==> src/rtl/double_peak_hold.sv <==
// double_peak_hold: two-stage magnitude peak detector over windows of WINDOW valid IEEE-754 doubles.
module double_peak_hold #(
  parameter int WINDOW = 16
) (
  input  logic        clk,
  input  logic        rst_n,
  input  logic [63:0] in_a,
  input  logic        in_a_stb,
  input  logic        clear,
  output logic [63:0] peak_z,
  output logic        peak_z_stb,
  output logic        nan_seen,
  output logic [15:0] window_count
);
  logic [62:0] s1_mag_q, s1_mag_d, max_q, max_d, max_nxt;
  logic        s1_vld_q, s1_vld_d, s1_nan_q, s1_nan_d;
  logic [15:0] cnt_q, cnt_d;
  logic [63:0] peak_q, peak_d;
  logic        stb_q, stb_d, nan_q, nan_d, last;
  always_comb begin
    s1_mag_d = in_a[62:0];
    s1_vld_d = in_a_stb & ~clear;
    s1_nan_d = (&in_a[62:52]) & (|in_a[51:0]);
    max_nxt  = (s1_vld_q && !s1_nan_q && s1_mag_q > max_q) ? s1_mag_q : max_q;
    // the window closes on the stage-2 edge that sees its WINDOW-th valid sample
    last     = s1_vld_q && ({1'b0, cnt_q} + 17'd1 == 17'(WINDOW));
    max_d    = (clear || last) ? 63'd0 : max_nxt;
    cnt_d    = (clear || last) ? 16'd0 : cnt_q + {15'd0, s1_vld_q};
    peak_d   = (last && !clear) ? {1'b0, max_nxt} : peak_q;
    stb_d    = last & ~clear;
    nan_d    = ~clear & (nan_q | (s1_vld_q & s1_nan_q));
  end
  always_ff @(posedge clk or negedge rst_n) begin
    if (!rst_n) begin
      s1_mag_q <= '0;
      s1_vld_q <= 1'b0;
      s1_nan_q <= 1'b0;
      max_q    <= '0;
      cnt_q    <= '0;
      peak_q   <= '0;
      stb_q    <= 1'b0;
      nan_q    <= 1'b0;
    end else begin
      s1_mag_q <= s1_mag_d;
      s1_vld_q <= s1_vld_d;
      s1_nan_q <= s1_nan_d;
      max_q    <= max_d;
      cnt_q    <= cnt_d;
      peak_q   <= peak_d;
      stb_q    <= stb_d;
      nan_q    <= nan_d;
    end
  end
  assign peak_z       = peak_q;
  assign peak_z_stb   = stb_q;
  assign nan_seen     = nan_q;
  assign window_count = cnt_q;
endmodule
==> config.mk <==
export PLATFORM = sky130hd
export DESIGN_NAME = double_peak_hold
export DESIGN_NICKNAME = d
export VERILOG_FILES = /design/src/rtl/double_peak_hold.sv
export SDC_FILE = /design/constraint.sdc
export NUM_CORES = 1
export LEC_CHECK = 0
export ABC_CLOCK_PERIOD_IN_PS = 3280
export BUFFER_PORTS_ARGS = -buffer_cell sky130_fd_sc_hd__buf_4
export CAP_MARGIN = 25
export CORE_ASPECT_RATIO = 0.6
export CORE_MARGIN = 1
export CORE_UTILIZATION = 56
export CTS_CLUSTER_DIAMETER = 80
export DETAILED_ROUTE_END_ITERATION = 6
export GPL_TIMING_DRIVEN = 0
export MAX_ROUTING_LAYER = met4
export PLACE_DENSITY_LB_ADDON = 0.2
export REMOVE_ABC_BUFFERS = 1
export SLEW_MARGIN = 20
export SYNTH_ARGS = -nofsm -noshare
export SYNTH_HDL_FRONTEND = slang
export SYNTH_SLANG_ARGS = --single-unit
==> constraint.sdc <==
create_clock -name clk -period 3.28 [get_ports clk]
set_input_delay 0.656 -clock clk [delete_from_list [all_inputs] [get_ports clk]]
set_output_delay 0.656 -clock clk [all_outputs]
set_load 0.005 [all_outputs]
## Yosys cells after proc, flatten, opt, wreduce, memory -nomap -nowiden

Index checks and enable logic that the tools add are counted.

| operators by class | value |
|---|---|
| add/subtract/negate cells | 2 |
| magnitude comparators | 1 |
| equality and inequality tests | 1 |
| muxes and demuxes | 3 |
| bitwise operators | 7 |
| reductions and logical operators | 9 |

Operator list:

| cell | count |
|---|---|
| two-way mux 63 bit | 2 |
| > comparator 63 bit | 1 |
| OR reduction 52 bit | 1 |
| adder 16 x 1 -> 17 bit, second input constant | 1 |
| equality test 17 x 5 -> 1 bit, second input constant | 1 |
| adder 16 x 1 -> 16 bit | 1 |
| two-way mux 16 bit | 1 |
| AND reduction 11 bit | 1 |
| AND 1 bit | 5 |
| logical AND 1 bit | 4 |
| logical NOT 1 bit | 2 |
| logical OR 1 bit | 1 |
| inverter 1 bit | 1 |
| OR 1 bit | 1 |

| storage, ports and cells | value |
|---|---|
| bits in registers | 209 |
| input bits | 68 |
| logic and storage cells | 31 |

## Depth between registers and ports, before layout

Gate-level depths: netlist (run 1).

| logic depth | value |
|---|---|
| word-level depth | 5 |
| gate-level depth with buffers | 12 |

## Worst setup path before layout (run 1)

OpenSTA, ideal clock, no wires.

| path | value |
|---|---|
| path kind | register to register |
| from | register s1_mag_q[58] |
| to | register peak_q[15], in the netlist peak_z[15] |
| arrival | 2.585 ns |
| data required time | 3.148 ns |
| setup slack | 0.562 ns |
| cell stages (with the launch flop) | 11 |
| path buffers | 2 |
| clock period less this slack | 2.718 ns |
| cells stage by stage | dfrtp_1 -> ha_1 -> nand4_1 -> or4_1 -> nor4b_2 -> o211ai_1 -> a21boi_1 -> buf_4 -> buf_6 -> mux2i_1 -> a21oi_2 |

| between the ends | value |
|---|---|
| cells in the longest elaborated chain, start to end | 3 |

Ends and longest elaborated chain:

| element | RTL line | RTL |
|---|---|---|
| start: declaration | 15 | `logic [62:0] s1_mag_q, s1_mag_d, max_q, max_d, max_nxt;` |
| start signal: assignment | 44 | `s1_mag_q <= s1_mag_d;` |
| > comparator 63 bit | 24 | `max_nxt = (s1_vld_q && !s1_nan_q && s1_mag_q > max_q) ? s1_mag_q : max_q;` |
| logical AND 1 bit | 24 |  |
| two-way mux 63 bit | 24 |  |
| end signal: assignment | 49 | `peak_q <= peak_d;` |
| end: declaration | 18 | `logic [63:0] peak_q, peak_d;` |

Every way passes these cells.
A chain may end at the register's enable or synchronous reset.

## Worst setup path in the final report (run 1)

| path | value |
|---|---|
| from | register s1_mag_q[58] |
| to | register peak_q[29], in the netlist peak_z[29] |

Same word-level chain as after synthesis.

==> parameters.txt, run 1 <==
Parameter                              Value

Final layout
  Layout cell share with drive strength beyond 1    28.1%
  Fin util    76.0%
  Number of inserted diodes    0
  Most common library cell in the layout ignoring fill and taps    dfrtp_1
  Final Instance Area    0.0119 mm^2
  Most frequent cells in the layout    dfrtp_1 (209), buf_4 (160), nor2_1 (150)
  Number of nets in the layout    1128
  Syn-to-layout area delta    30.0%

STA
  Max-slew violation total from the final report    0
  Fraction of the cycle the final worst path needs    100%
  Upper clock frequency limit    305 MHz
  Number of failing hold endpoints at the final stage    0
  Setup total negative slack    0 ps
  Relative slew slack    51.0%
  Post-Route Skew    10.3 ps
  Least setup slack across all paths after layout    0.927 ps
  Total of endpoints with negative setup slack in the final report    0
  Worst-Margin Slew    735 ps
  Worst hold-check slack    41.7 ps
  Clock period minus worst slack    3280 ps

Critical path
  Critical path depth in cells    11
  Crit start category    flop
  FF-to-FF setup slack    0.9 ps
  Worst r2r dst    peak_z[29]
  Most frequent CP cell    clkbuf_16
  Crit-path max cell delay    570 ps
  Launching element of the worst setup path    s1_mag_q[58]
  Category of the worst setup path capture point    flop
  Largest driver fanout on the critical path    7
  Critical path destination    peak_z[29]
  Depth of the most critical reg-to-reg path    11
  Startpoint of the lowest-slack register-to-register path    s1_mag_q[58]
  Cell with the largest stage delay on the worst path    or4_4
  Family of cells with the greatest summed delay on the critical path    compound AO/OA/AOI/OAI gates
  Required time at the worst-slack endpoint    3650 ps
  Start-to-end type of the worst setup path    reg2reg
  Buf+Inv Stages, Crit Path    3
  Arrival time worst endpoint    3650 ps
  Cell-by-cell trace of the critical path    ha_4, nand4_1, or4_4, buf_4, o221ai_1, a211oi_2, a21boi_4, clkbuf_16, clkbuf_16, mux2i_2, a21oi_2

Placed design
  Half-perimeter wire length after placement    15000 um
  GPL Wtd Cong    0.788
  Placed instance area    0.0107 mm^2
  Pre-CTS setup slack    -292 ps
  # port buffers    147

Floorplan
  Die Wd    167 um
  Effective utilization at floorplan    58.4%
  Core Box Area    0.0157 mm^2
  Row count    35
  Num ports    150
  Die extent in y    101 um
  Die outline area    0.0169 mm^2

Logic synthesis
  Per-instance average area after synthesis    11.2 um^2
  Count of state elements after synthesis    209
  Ys async rst share    100%
  Most frequently used flop master after synthesis    dfrtp_1
  Cell area after technology mapping    0.00916 mm^2
  Post-synth EDFFs    0
  Count of distinct cell types in the synthesized netlist    45
  Synth Instances    815
  Yosys warns    0
  Sequential area share after synthesis    57.1%

Global routing
  Remaining global-route overflow    0
  Vias in the first global route    6386
  First-pass GRT wire length    34100 um
  GRT Overall Usage    26.8%
  Maximum number of pins on one net before global-route repair    99
  Initial antenna violation count    0

Pwr
  Standby leakage power    0.00535 uW
  IR drop worst, VDD    0.000348 V
  P per Cell Area    495 mW/mm^2

Route
  Number of vias per cell after detailed routing    5.47
  Vias after detailed routing    6629
  First-iteration detailed-routing DRC count    415
  Final wirelength    22200 um
  Mean routed wirelength per cell    18.4 um
  Count of unresolved DRC violations after routing    0
  Antenna-violating nets left    0
  Count of TritonRoute iterations in the first routing pass    4

Flow run
  Max_cap viols    0

Outcome
  Status    completed

Clocking
  CTS tree    done
  Clock sink count    209
  Number of buffers added by the clock tree synthesis step    20
  Largest buffer count on any clock path    3
  Clock Latency Late Sink    490 ps
  Reg clk slew, reported paths    70 ps
  Cell chosen for the clock root    clkbuf_16
  Number of levels the H-tree was split into    1

Hold path
  Type of the most critical hold path    in2async
-- power breakdown --
part | switching [uW] | leakage (uW) | internal, uW
Combinational | 348 | 0.00240 | 345
Clock | 981 | 0.000340 | 1440
Sequential | 89.8 | 0.00261 | 2690
-- flip-flops by register name, indices dropped and copies added (netlist names) --
register,cells
s1_nan_q,1
peak_z_stb,1
peak_z,63
max_q,63
window_count,16
nan_seen,1
s1_vld_q,1
s1_mag_q,63
-- worst min-delay path by stage --
stage	from	to	slack (ps)	cells after the start
floorplan	rst_n	max_q[0]	360	0
global placement	nan_seen	nan_seen	500	2
detailed placement	nan_seen	nan_seen	500	2
CTS	rst_n	peak_z[21]	40	1
global route	rst_n	peak_z[32]	50	1
finish	rst_n	peak_z[21]	40	1
-- layer usage --
metal	vias to the layer above	routed length, um	share of wire [%]	GRT usage [%]
met3	18	1050	4.7	4.59
met2	149	10200	46	40.9
met5	-	0	0	-
met4	0	224	1.0	5.06
li1	3145	-	-	-
met1	3317	10700	48	38.2
-- synth_stat cells (all sizes together) (18+ instances only) --
cell	instances	area (um^2)
inv	69	259
nand3	18	95.1
nand2	20	75.1
ha	65	813
dfrtp	209	5230
nor2	150	563
nor4	20	155
buf	18	170
mux2i	63	631
nand4	19	119
a21oi	89	517
-- metrics by stage --
step	cells	total power [uW]
finish	1211	5900
global route	1211	6110
CTS	1198	5850
detailed placement	1160	3420
global placement	1137	3390
floorplan	787	3110
-- kinds of logic after synthesis --
| logic type | after synthesis | synth area share [%] |
|---|---|---|
| mux | 63 | 6.88 |
| simple gates | 246 | 12.6 |
| xor+xnor | 14 | 1.34 |
| other cells | 1 | 0.0409 |
| compound gates | 120 | 8.09 |
| buf+inv | 97 | 5.09 |
| flops | 209 | 57.1 |
| fa+ha+maj | 65 | 8.88 |
-- repair_timing --
item,in CTS,in global routing
endpoints found under the setup margin,122,105
hold buffers,0,0
cloned,0,3
pin swaps,2,5
buffers inserted,3,10
gates resized for setup,7,51
-- final cells by class --
cell class,count,area [um^2]
well taps,203,254
fillers,1045,3770
clock inverters,9,135
multi-input cells,509,3810
clock buffers,26,554
inverters,69,259
flip-flops and latches,209,5230
repair buffers,186,1670
Power figures use the tool's default switching activity.
==> run 2, diff against run 1 <==
ABC_AREA = 1   (was unset)
CORE_UTILIZATION = 57   (was 56)
GPL_ROUTABILITY_DRIVEN = 0   (was unset)
GPL_TIMING_DRIVEN = unset   (was 0)
==> run 2 against run 1 <==
The run now ends with design-rule violations left; sequential power is 2% lower; combinational power is 6.2% higher; die area is 8.7% higher; critical path type unchanged; largest cell class unchanged; highest routed layer unchanged.
==> parameters.txt, run 2 <==
Parameter                              Value

Outcome
  Status    complete, but fails checks
  Violations in the final reports    design-rule violations

Route
  Topmost layer with routed signal wires    met4
  Number of vias per cell after detailed routing    5.18
  Routed length on met2    10500 um
  Count of unresolved DRC violations after routing    18
  WL met1    12000 um
  Count of TritonRoute iterations in the first routing pass    7
  Vias after detailed routing    8406
  Mean routed wirelength per cell    15.1 um
  First-iteration detailed-routing DRC count    690
  Final wirelength    24600 um
  Antenna-violating nets left    0
  Met3 WL post-DR    1700 um

Critical path
  Largest driver fanout on the critical path    32
  Crit-path max cell delay    390 ps
  Most frequent CP cell    nand2_1
  Family of cells with the greatest summed delay on the critical path    simple AND/OR/NAND/NOR gates
  Crit start category    flop
  Depth of the most critical reg-to-reg path    13
  Buf+Inv Stages, Crit Path    1
  Category of the worst setup path capture point    flop
  Start-to-end type of the worst setup path    reg2reg
  Cell-by-cell trace of the critical path    ha_1, nand2_1, nor2_1, nand2_1, nor3_1, nand3_1, nor2_1, nor2_4, nand2_2, buf_4, nand2_1, nand3_1, nand2_1
  Arrival time worst endpoint    3090 ps
  Critical path depth in cells    13
  Cell with the largest stage delay on the worst path    dfrtp_1
  Required time at the worst-slack endpoint    3660 ps

Global routing
  GRT Overall Usage    28.3%
  Maximum number of pins on one net before global-route repair    92
  Remaining global-route overflow    0
  Vias in the first global route    7961
  First-pass GRT wire length    40400 um
  Initial antenna violation count    0

Hold path
  Type of the most critical hold path    in2async

Final layout
  Syn-to-layout area delta    19.3%
  Final Instance Area    0.0121 mm^2
  Most frequent cells in the layout    nand2_1 (387), dfrtp_1 (209), inv_1 (175)
  Number of nets in the layout    1512
  Number of inserted diodes    0
  Most common library cell in the layout ignoring fill and taps    nand2_1
  Final non-filler cell total    1624
  Layout cell share with drive strength beyond 1    14.4%

Floorplan
  Row count    37
  Die outline area    0.0184 mm^2
  Num ports    150
  Die Wd    174 um
  Effective utilization at floorplan    58.8%
  Core Box Area    0.0173 mm^2
  Die extent in y    105 um

Logic synthesis
  Fraction of synthesized area in multiplexers    0%
  Post-Synth Simple-Gate Area    29.1%
  Count of state elements after synthesis    209
  Per-instance average area after synthesis    8.21 um^2
  Count of distinct cell types in the synthesized netlist    32
  Sequential area share after synthesis    51.5%
  Cell accounting for the most synthesized area    dfrtp_1
  Yosys warns    0
  Most frequently used flop master after synthesis    dfrtp_1
  Compound-gate portion of the synthesized area    1.57%
  Leading post-synthesis cells by instance count    nand2_1 (389), dfrtp_1 (209), inv_1 (175), nand3_1 (147), nor2_1 (125)
  Leading cell types by total area after synthesis    dfrtp_1 (52%), nand2_1 (14%), ha_1 (8.0%), nand3_1 (7.2%), inv_1 (6.5%)
  Cell area after technology mapping    0.0102 mm^2
  Area share of fa/ha/maj cells after synthesis    8.01%
  XOR/XNOR share of the synthesized area    0.949%
  Post-synth EDFFs    0
  Share of the synthesized area in the top cell type    51.5%
  Ys async rst share    100%
  Cell with the most instances after synthesis    nand2_1
  Synth Instances    1236
  Main combinational cell family by area after synthesis    simple AND/OR/NAND/NOR gates

STA
  Number of failing hold endpoints at the final stage    0
  Setup total negative slack    0 ps
  Upper clock frequency limit    370 MHz
  Clock period minus worst slack    2700 ps
  Unrepaired setup endpoints after global routing    false
  Relative slew slack    32.6%
  Worst-Margin Slew    1000 ps
  Post-Route Skew    6.90 ps
  Worst hold-check slack    207 ps
  Fraction of the cycle the final worst path needs    82.4%
  Max-slew violation total from the final report    0
  Total of endpoints with negative setup slack in the final report    0

Placed design
  Half-perimeter wire length after placement    16800 um
  Dpl cells    1591
  # port buffers    147
  Placed instance area    0.0115 mm^2

Clocking
  Clock Latency Late Sink    500 ps
  Cell chosen for the clock root    clkbuf_16
  Number of buffers added by the clock tree synthesis step    20
  CTS tree    done
  Reg clk slew, reported paths    60 ps
  Number of buffers inserted for hold repair after clock tree synthesis    0
  Setup bufs post-CTS    0
  Number of levels the H-tree was split into    1
  Largest buffer count on any clock path    3
  Number of gates given a new drive strength after cts    0
  Clock sink count    209

Pwr
  Standby leakage power    0.00669 uW
  Overall power after layout    5620 uW
  IR drop worst, VDD    0.000329 V
  P per Cell Area    465 mW/mm^2

Flow run
  Max_cap viols    0
[run 2: cell count changes after synthesis, moves of 7 or more]
cell and change:
nand3_1 +130, mux2i_1 -63, a21oi_1 -47, o21ai_0 -7
nand2_1 +369, nand4_1 -9, buf_2 +12, nor2_1 -25
a21oi_2 -19, inv_1 +106
[run 2: worst reg2reg max path, delay by kind of cell, from the launching register on]
kind	cells	cell delay [ps]
flops	1	390
simple gates	11	1530
fa+ha+maj	1	300
buf+inv	1	370
[run 2: cell type report]
type | instances | area (um^2)
inverter | 176 | 661
fill | 1372 | 5160
multi-input combinational | 811 | 4040
sequential | 209 | 5230
clock inverter | 3 | 15.0
timing repair buffer | 161 | 1290
clock buffer | 30 | 579
tap | 234 | 293
[run 2: through the flow]
stage               util (%)  worst slack [ps]
finish                  70.1               579
global route            70.1               350
CTS                     70.1               585
detailed placement      66.7               627
global placement        66.7               679
floorplan                  -             -1920
[run 2: report_power, final]
part	leakage (uW)	total, uW	switching (uW)	internal [uW]
combinational	0.00365	736	476	260
clock	0.000293	2170	952	1220
sequential	0.00274	2720	43.2	2680
total	0.00669	5620	1470	4150
[run 2: cell families after synthesis]
logic type | Yosys count
compound gates | 30
xor+xnor | 11
fa+ha+maj | 65
buf+inv | 216
flops | 209
other cells | 1
simple gates | 704
[run 2: final timing paths]
path,slack (ps),to,startpoint
worst max-delay path,580,peak_z[1],s1_mag_q[22]
worst min-delay path,210,max_q[49],rst_n
worst max register to register,580,peak_z[1],s1_mag_q[22]
worst min register to register,480,peak_z[49],peak_z[49]
max in group asynchronous,2320,peak_z[17],rst_n
min in group clk,270,s1_mag_q[62],in_a[62]
[run 2: routing by layer]
metal	global-route usage, %	up-vias
li1	-	4131
met5	-	-
met2	41.1	280
met1	42.9	3960
met3	4.00	35
met4	4.64	0
==> run 3, diff against run 2 <==
ABC_AREA = 0   (was 1)
ABC_CLOCK_PERIOD_IN_PS = 2310   (was 3280)
CORE_UTILIZATION = 51   (was 57)
clock period = 2.31 ns   (was 3.28 ns; I/O delays follow)
==> run 3 against run 2 <==
The run ends with negative setup slack left; clock power rose by 54%; maximum frequency fell by 14%; first-iteration DRC count fell by 24%; hold slack got worse by 140 ps; clock skew rose by 13 ps; register-to-register slack got worse by 1400 ps; worst setup slack got worse by 1400 ps; die area rose by 0.85%; power rose by 51%; final area rose by 7.0%; routed wire length rose by 4.0%; largest power group unchanged.
==> parameters.txt, run 3 (synthesis results as in run 1) <==
Parameter                              Value

Placed design
  Placed instance area    0.0111 mm^2
  Half-perimeter wire length after placement    15700 um
  # port buffers    147
  Pre-CTS setup slack    -869 ps

STA
  Fraction of the cycle the final worst path needs    136%
  Unrepaired setup endpoints after global routing    true
  Clock period minus worst slack    3150 ps
  Least setup slack across all paths after layout    -841 ps
  Upper clock frequency limit    317 MHz
  Max-slew violation total from the final report    0
  Post-Route Skew    19.6 ps
  Total of endpoints with negative setup slack in the final report    126
  Setup total negative slack    -96730 ps
  Worst-Margin Slew    742 ps
  Number of failing hold endpoints at the final stage    0
  Relative slew slack    50.1%

Floorplan
  Row count    37
  Die outline area    0.0185 mm^2
  Core Box Area    0.0174 mm^2
  Num ports    150
  Die Wd    175 um
  Die extent in y    106 um
  Effective utilization at floorplan    52.8%

Final layout
  Most common library cell in the layout ignoring fill and taps    buf_4
  Layout fillers    1144
  Number of nets in the layout    1200
  Number of inserted diodes    0
  Final Instance Area    0.0130 mm^2
  Most frequent cells in the layout    buf_4 (229), dfrtp_1 (207), nor2_1 (148)
  Syn-to-layout area delta    41.4%
  Layout cell share with drive strength beyond 1    37.6%
  Fin util    74.6%

Critical path
  Required time at the worst-slack endpoint    2690 ps
  Category of the worst setup path capture point    flop
  Cell with the largest stage delay on the worst path    or4_4
  Start-to-end type of the worst setup path    reg2reg
  Cell-by-cell trace of the critical path    ha_4, nand4_1, or4_4, buf_6, o221ai_1, a211oi_4, a21boi_4, buf_12, buf_6, mux2i_2, a21oi_1
  Most frequent CP cell    buf_6
  Crit start category    flop
  Largest driver fanout on the critical path    7
  Crit-path max cell delay    590 ps
  Arrival time worst endpoint    3530 ps

Route
  First-iteration detailed-routing DRC count    523
  Count of TritonRoute iterations in the first routing pass    5
  Antenna-violating nets left    0
  Number of vias per cell after detailed routing    5.43
  Vias after detailed routing    7131
  Mean routed wirelength per cell    19.5 um
  Count of unresolved DRC violations after routing    0
  Final wirelength    25600 um

Global routing
  Initial antenna violation count    0
  GRT Overall Usage    27.5%
  First-pass GRT wire length    38300 um
  Vias in the first global route    7136
  Remaining global-route overflow    0
  Maximum number of pins on one net before global-route repair    71

Clocking
  Largest buffer count on any clock path    3
  Number of levels the H-tree was split into    1
  CTS tree    done
  Reg clk slew, reported paths    70 ps
  Clock sink count    209
  Number of buffers added by the clock tree synthesis step    20
  Clock Latency Late Sink    500 ps
  Cell chosen for the clock root    clkbuf_16

Pwr
  IR drop worst, VDD    0.000458 V
  P per Cell Area    658 mW/mm^2
  Overall power after layout    8520 uW
  Standby leakage power    0.00574 uW

Outcome
  Status    complete, but fails checks
  Violations in the final reports    negative setup slack

Flow run
  Max_cap viols    0

Hold path
  Type of the most critical hold path    in2reg
run 3: cell types whose count changed in the layout (fill, tap and decap cells not counted), sizes merged, moves of 21 or more:
cell,previous run,this run
a21oi,23,89
nor2,129,150
inv,176,70
buf,160,252
nand2,391,20
mux2i,0,63
nand3,147,18
run 3: cell type report:
class,instances,area (um^2),share of cell area (%)
inverters,69,259,2.00
clock buffers,27,557,4.30
repair buffers,258,2270,17.5
flip-flops and latches,209,5230,40.4
clock inverters,7,105,0.812
well taps,234,293,2.26
multi-input cells,509,4240,32.7
run 3: power by group:
group          internal [uW]  switching (uW)
clock                   1930            1420
combinational            626             579
sequential              3830             141
total                   6380            2140
run 3: path summary, 6_finish.rpt:
| kind | depth (start not counted) | start | to | slack [ps] |
|---|---|---|---|---|
| min reg2reg | 2 | peak_z[39] | peak_z[39] | 520 |
| min | 1 | in_a[62] | s1_mag_q[62] | 70 |
| min in group asynchronous | 2 | rst_n | peak_z_stb | 550 |
| max in group asynchronous | 3 | rst_n | s1_mag_q[7] | 1020 |
| max | 11 | s1_mag_q[61] | peak_z[53] | -840 |
| max reg2reg | 11 | s1_mag_q[61] | peak_z[53] | -840 |
run 3: per-layer routing:
| metal | global-route usage (%) | vias up | share of wire, % |
|---|---|---|---|
| li1 | - | 3293 | - |
| met1 | 41.8 | 3556 | 48 |
| met2 | 38.5 | 248 | 44 |
| met3 | 4.83 | 34 | 6.3 |
| met4 | 5.65 | 0 | 1.4 |
| met5 | - | - | 0 |
run 3: what timing repair did:
item | in CTS | in global routing
pin swaps | 14 | 17
endpoints found under the setup margin | 126 | 142
hold buffers | 1 | 0
setup buffers | 16 | 18
resized for setup | 90 | 58
hold endpoints to repair | 4 | 0
gates cloned | 1 | 4
run 3: critical path, delay by kind of cell (launching register included):
family	cells	cell delay, ps
compound gates	4	760
simple gates	2	710
buf+inv	3	490
flops	1	460
mux	1	310
fa+ha+maj	1	280
run 3: stage by stage:
stage                     hold WS, ps  cells
after floorplan                   166    787
after global placement            486   1240
after detailed placement          514   1240
after CTS                        60.0   1292
after global routing             58.0   1313
final                            70.1   1313
